==> src/rtl/c499_seq_pkg.sv <==
// c499_seq_pkg: shared widths, FSM state encoding and MISR polynomial
// for the c499 vector sequencer.
package c499_seq_pkg;

    localparam int C499_VEC_WIDTH  = 41;
    localparam int C499_RESP_WIDTH = 32;
    localparam int C499_VEC_DEPTH  = 16;

    // Feedback taps at bits 31, 21, 1 and 0.
    localparam logic [31:0] MISR_TAPS = 32'h8020_0003;

    typedef enum logic [2:0] {
        S_IDLE,
        S_APPLY,
        S_SETTLE,
        S_CAPTURE,
        S_DONE
    } seq_state_e;

    function automatic logic [31:0] misr_step(input logic [31:0] sig, input logic [31:0] din);
        return {sig[30:0], ^(sig & MISR_TAPS)} ^ din;
    endfunction

endpackage

==> src/rtl/c499_misr.sv <==
// c499_misr: 32-bit multiple-input signature register compacting the
// captured c499 responses.
module c499_misr
    import c499_seq_pkg::*;
(
    input  logic        clk,
    input  logic        rst_n,
    input  logic        clr,
    input  logic        en,
    input  logic [31:0] din,
    output logic [31:0] sig
);

    logic [31:0] sig_q;

    always_ff @(posedge clk or negedge rst_n) begin
        if (!rst_n) sig_q <= '0;
        else if (clr) sig_q <= '0;
        else if (en) sig_q <= misr_step(sig_q, din);
    end

    assign sig = sig_q;

endmodule

==> src/rtl/c499_vector_sequencer.sv <==
// c499_vector_sequencer: replays stored stimulus vectors into a c499 block,
// captures each settled response and compacts the run into a MISR signature.
module c499_vector_sequencer
    import c499_seq_pkg::*;
#(
    parameter int VEC_WIDTH     = C499_VEC_WIDTH,
    parameter int RESP_WIDTH    = C499_RESP_WIDTH,
    parameter int VEC_DEPTH     = C499_VEC_DEPTH,
    parameter int SETTLE_CYCLES = 1,
    localparam int AW           = $clog2(VEC_DEPTH)
) (
    input  logic                  clk,
    input  logic                  rst_n,
    input  logic                  wr_en,
    input  logic [AW-1:0]         wr_addr,
    input  logic [VEC_WIDTH-1:0]  wr_data,
    input  logic                  start,
    input  logic [AW:0]           num_vec,
    input  logic [15:0]           loop_cnt,
    output logic [VEC_WIDTH-1:0]  dut_in,
    input  logic [RESP_WIDTH-1:0] dut_out,
    output logic                  busy,
    output logic                  done,
    output logic                  resp_valid,
    output logic [RESP_WIDTH-1:0] resp_data,
    output logic [AW-1:0]         resp_idx,
    output logic [31:0]           signature
);

    localparam int CW = SETTLE_CYCLES > 1 ? $clog2(SETTLE_CYCLES) : 1;

    seq_state_e            state_q;
    logic [VEC_WIDTH-1:0]  mem [VEC_DEPTH];
    logic [AW:0]           nv_q;
    logic [AW:0]           nv_clamped;
    logic [15:0]           loops_q;
    logic [15:0]           pass_q;
    logic [AW-1:0]         idx_q;
    logic [CW-1:0]         cnt_q;
    logic [VEC_WIDTH-1:0]  dut_in_q;
    logic [RESP_WIDTH-1:0] resp_data_q;
    logic [AW-1:0]         resp_idx_q;
    logic                  resp_valid_q;
    logic                  done_q;
    logic                  accept;
    logic                  capture_en;
    logic                  more_vec;
    logic                  more_pass;

    assign accept     = state_q == S_IDLE && start;
    assign capture_en = state_q == S_SETTLE && cnt_q == '0;
    assign nv_clamped = num_vec > (AW+1)'(VEC_DEPTH) ? (AW+1)'(VEC_DEPTH) : num_vec;
    assign more_vec   = {1'b0, idx_q} + (AW+1)'(1) < nv_q;
    assign more_pass  = {1'b0, pass_q} + 17'd1 < {1'b0, loops_q};

    // Memory is frozen outside IDLE so a run always replays a stable vector set.
    always_ff @(posedge clk) begin
        if (wr_en && state_q == S_IDLE && {1'b0, wr_addr} < (AW+1)'(VEC_DEPTH))
            mem[wr_addr] <= wr_data;
    end

    always_ff @(posedge clk or negedge rst_n) begin
        if (!rst_n) begin
            state_q      <= S_IDLE;
            nv_q         <= '0;
            loops_q      <= '0;
            pass_q       <= '0;
            idx_q        <= '0;
            cnt_q        <= '0;
            dut_in_q     <= '0;
            resp_data_q  <= '0;
            resp_idx_q   <= '0;
            resp_valid_q <= 1'b0;
            done_q       <= 1'b0;
        end else begin
            resp_valid_q <= 1'b0;
            done_q       <= 1'b0;
            case (state_q)
                S_IDLE: if (start) begin
                    nv_q    <= nv_clamped;
                    loops_q <= loop_cnt == '0 ? 16'd1 : loop_cnt;
                    pass_q  <= '0;
                    idx_q   <= '0;
                    state_q <= nv_clamped == '0 ? S_DONE : S_APPLY;
                    done_q  <= nv_clamped == '0;
                end
                S_APPLY: begin
                    dut_in_q <= mem[idx_q];
                    cnt_q    <= CW'(SETTLE_CYCLES - 1);
                    state_q  <= S_SETTLE;
                end
                S_SETTLE: if (cnt_q == '0) begin
                    state_q      <= S_CAPTURE;
                    resp_data_q  <= dut_out;
                    resp_idx_q   <= idx_q;
                    resp_valid_q <= 1'b1;
                end else begin
                    cnt_q <= cnt_q - CW'(1);
                end
                S_CAPTURE: if (more_vec) begin
                    idx_q   <= idx_q + AW'(1);
                    state_q <= S_APPLY;
                end else if (more_pass) begin
                    idx_q   <= '0;
                    pass_q  <= pass_q + 16'd1;
                    state_q <= S_APPLY;
                end else begin
                    state_q <= S_DONE;
                    done_q  <= 1'b1;
                end
                S_DONE:  state_q <= S_IDLE;
                default: state_q <= S_IDLE;
            endcase
        end
    end

    c499_misr u_misr (
        .clk   (clk),
        .rst_n (rst_n),
        .clr   (accept),
        .en    (capture_en),
        .din   (32'(dut_out)),
        .sig   (signature)
    );

    assign busy       = state_q != S_IDLE;
    assign done       = done_q;
    assign resp_valid = resp_valid_q;
    assign resp_data  = resp_data_q;
    assign resp_idx   = resp_idx_q;
    assign dut_in     = dut_in_q;

endmodule

==> config.mk <==
export PLATFORM = sky130hd
export DESIGN_NAME = c499_vector_sequencer
export DESIGN_NICKNAME = d
export VERILOG_FILES = /design/src/rtl/c499_seq_pkg.sv /design/src/rtl/c499_misr.sv /design/src/rtl/c499_vector_sequencer.sv
export SDC_FILE = /design/constraint.sdc
export NUM_CORES = 1
export LEC_CHECK = 0
export ABC_CLOCK_PERIOD_IN_PS = 9000
export BUFFER_PORTS_ARGS = -buffer_cell sky130_fd_sc_hd__buf_4
export CELL_PAD_IN_SITES_DETAIL_PLACEMENT = 0
export CELL_PAD_IN_SITES_GLOBAL_PLACEMENT = 1
export CORE_MARGIN = 5
export CORE_UTILIZATION = 55
export DETAILED_ROUTE_END_ITERATION = 8
export PLACE_DENSITY = 0.86
export SLEW_MARGIN = 0
export SYNTH_ARGS = -nofsm -noshare
export SYNTH_HDL_FRONTEND = slang
export SYNTH_HIERARCHICAL = 1
export SYNTH_SLANG_ARGS = --single-unit
==> constraint.sdc <==
create_clock -name clk -period 9 [get_ports clk]
set_clock_uncertainty 0.1 [all_clocks]
set_input_delay 1.8 -clock clk [delete_from_list [all_inputs] [get_ports clk]]
set_output_delay 1.8 -clock clk [all_outputs]
set_load 0.005 [all_outputs]
==> results by group <==
Global routing
  – Largest net degree at the start of global routing: 102
  – Initial antenna violation count: 7
  – Overflow after GRT: 0
  – Vias in the first global route: around 17k
  – Total track usage: 0.2338
  – First-pass GRT wire length: 109600 um

Detailed routing
  – DRT iter0 DRCs: ~1.8k
  – Post-route ant nets: 0
  – Via/cell ratio: slightly above 6
  – WL met3: 5938 um
  – Top Layer Used: met5
  – Met1 WL: 27510 um
  – Drt drc: 0
  – Routed WL: 73440 um
  – Pre-antenna DRT Iters: 5
  – Met2 Routed Length: 38570 um
  – WL/cell: approximately 28 um
  – DR vias: 16.00k

STA
  – FMAX: 240.4 MHz
  – Final setup viols: 0
  – Slew at the pin with the worst max-slew slack: 1.064 ns
  – Fin. Hold Viols: 0
  – Relative slew slack: 0.2909
  – Crit share post-route: 0.4622
  – RSZ-0062 raised after global routing: no
  – Min Hold Slack: 0.3925 ns
  – Setup tns final: 0 ns
  – PnR worst setup slack: 4.840 ns
  – Slew Limit Fails: 0
  – Crit path time final: 4.160 ns

Synthesis
  – Synthesized area per cell: approximately 20 sq um
  – EDFF count, synth: 656
  – Mapped Cells: 1551
  – Mapped Area: 31820 sq um
  – YS warnings: 6
  – Area leader, netlist: edfxtp_1
  – Post-synth cell types: 51
  – Top FF cell, synth: edfxtp_1
  – Ranking of synthesized cells by area: edfxtp_1, mux4_2, dfrtp_1
  – Register area share after synthesis: 0.7409
  – Async S/R FF share, synth: 0.1911
  – Net Count, Synth: 1674
  – Yosys reg bits: roughly 810
  – Top-area cell type share of the netlist area: 0.6190

Place
  – Post-DP HPWL: 37250 um
  – PortBufs: 213
  – Post-DP Area: 34300 sq um
  – GPL Wtd Cong: 0.8040
  – Pre-CTS setup slack: 4.800 ns

Die
  – DIE WIDTH: ~250 um
  – Die height: 250.5 um
  – Std cell rows: 88
  – Core area: between 50000 and 60000 sq um
  – Starting density of the core: 0.5537
  – I/O pin count: 214
  – Full die area: about 63000 sq um

Clocking
  – CTS Root Buffer Type: clkbuf_16
  – Max Root-Sink Buffers: 3
  – CTS Hold Bufs: 0
  – Post-CTS setup buffer count: 0
  – Clk_lat worst skew: between 0.6 and 0.7 ns
  – CTS tree: done
  – Worst-path clk slew: 0.06 ns
  – Post_cts resized: 0
  – Num CTS Buffers: 81
  – Sink Count: 811
  – H-Tree Depth: 3

Setup path
  – Critical Path Source: idx_q[0]
  – CP Capture Point: pass_q[12]
  – Setup Crit Path Kind: reg2reg
  – CP required: 9.44 ns
  – Reg2reg path depth: 11
  – Reg2reg setup slack: 4.84 ns
  – Worst-path maximum fanout: 51
  – RR Startpoint: idx_q[0]
  – Worst path arrival time: 4.60 ns
  – Crit path launch type: register
  – Reg2Reg Capture Point: pass_q[12]
  – Crit path capture type: register

Pwr
  – Leakage power: around 13 nW
  – Pwr dens: 292.7 nW/um^2
  – Power Total: around 11 mW
  – Maximum VDD drop: roughly 0.00023 V

Run status
  – Status: finished clean

Cells and area
  – Finished Cell Area: 37150 sq um
  – Synthesis-to-finish area growth: 16.73%
  – Share of cells above drive strength 1: 0.3595
  – Fill count: 3795
  – Nets: between 1.5k and 2k

Job
  – Max-cap viol count: 0

Hold path
  – Hold crit path type: reg2reg
-- Yosys cell counts, types with 2 or more instances --
library cell	n
a32o_1	7
o211ai_1	2
nand4_1	8
and3_1	4
buf_2	14
edfxtp_1	656
nand2_1	53
mux2_2	76
mux4_2	205
a21o_1	4
nor2b_1	2
o21ai_0	39
nand2b_1	4
nand3b_1	4
o2bb2ai_1	4
buf_6	11
xnor2_1	42
ha_1	21
buf_8	3
a211oi_1	33
nor4_1	3
nor3_1	12
clkbuf_1	40
a31oi_1	9
nor2_1	58
dfrtp_1	155
or3_1	4
and2_1	2
inv_1	26
xor2_1	4
a21oi_1	9
or2_2	3
nand3_1	7
buf_1	10
-- final cells by class --
type / count / area [sq um] / share of cell area
inverter: 26 / 97.59 / 0.002627
multi-input combinational: 635 / 7833 / 0.2109
sequential: 811 / 23590 / 0.6351
tap: 765 / 957.2 / 0.02577
antenna: 3 / 7.507 / 0.0002021
timing repair buffer: 242 / 1821 / 0.04901
clock buffer: 107 / 2207 / 0.05942
clock inverter: 40 / 630.6 / 0.01698
-- layer usage --
layer	vias up	GRT usage
met5	-	0
met4	8	0.05099
met3	114	0.05192
met2	777	0.4038
met1	8304	0.3112
li1	6800	-
-- critical path, stage by stage (launching register included) --
cell and delay [ns]:
dfrtp_4 1.06, ha_1 0.31, nor2b_1 0.07, or2_2 0.29
ha_1 0.29, a21o_1 0.16, a31oi_1 0.19, o211ai_1 0.27
nor4b_1 0.24, buf_4 0.20, a21oi_1 0.67, a32o_1 0.22
-- state kept, by name (all words and copies together), names as in the netlist --
name,cells
mem,656
dut_in,41
resp_idx,4
nv_q,5
done,1
state_q,3
loops_q,16
pass_q,16
u_misr/sig,32
resp_data,32
resp_valid,1
idx_q,4
-- where the power goes --
| group | internal (mW) | switching (mW) |
|---|---|---|
| clock | 2.17 | 1.41 |
| combinational | 1.39 | 1.11 |
| sequential | 4.44 | 0.365 |
-- cells in the final DEF (no fill, tap or decap), types with 4 or more instances in the layout --
cell type / count
nand3b_1: 4
a211oi_1: 33
nand2b_1: 4
a32o_1: 7
clkbuf_16: 83
dfrtp_1: 151
and3_1: 4
clkinv_2: 10
clkbuf_1: 20
or3_1: 4
a21o_1: 4
o2bb2ai_1: 4
o21ai_0: 39
nor2_4: 12
dfrtp_4: 4
mux2_2: 76
nor3_2: 5
clkinv_1: 10
xnor2_1: 42
edfxtp_1: 656
nor3_1: 7
a31oi_1: 9
buf_4: 241
nor2_1: 46
mux4_2: 205
nand4_1: 8
nand2_1: 53
bufinv_16: 15
inv_1: 25
clkbuf_8: 4
ha_1: 21
a21oi_1: 9
nand3_1: 7
xor2_1: 4
-- cells by family after synthesis --
| family | count (synthesis) | synth area share |
|---|---|---|
| AO/OA/AOI/OAI | 115 | 0.02402 |
| XOR/XNOR | 46 | 0.01266 |
| adder cells (fa/ha/maj) | 21 | 0.008257 |
| buffers and inverters | 105 | 0.01671 |
| flip-flops | 811 | 0.7409 |
| multiplexers | 283 | 0.1728 |
| AND/OR/NAND/NOR | 170 | 0.02465 |
-- through the flow --
step	cells	util
2_1_floorplan	1551	-
4_1_cts	2626	0.6462
3_3_place_gp	2479	0.5968
6_report	2629	0.6463
3_5_place_dp	2479	0.5968
5_1_grt	2629	0.6463
-- how the worst min path moves through the flow --
stage | cells after the start | endpoint | slack (ns) | from
6_report | 1 | pass_q[15] | 0.39 | pass_q[15]
5_1_grt | 2 | loops_q[0] | 0.41 | loops_q[0]
4_1_cts | 1 | pass_q[15] | 0.39 | pass_q[15]
3_5_place_dp | 2 | loops_q[0] | 0.38 | loops_q[0]
3_3_place_gp | 1 | pass_q[15] | 0.38 | pass_q[15]
2_1_floorplan | 2 | loops_q[0] | 0.34 | loops_q[0]
(Power assumes the default switching activity.)
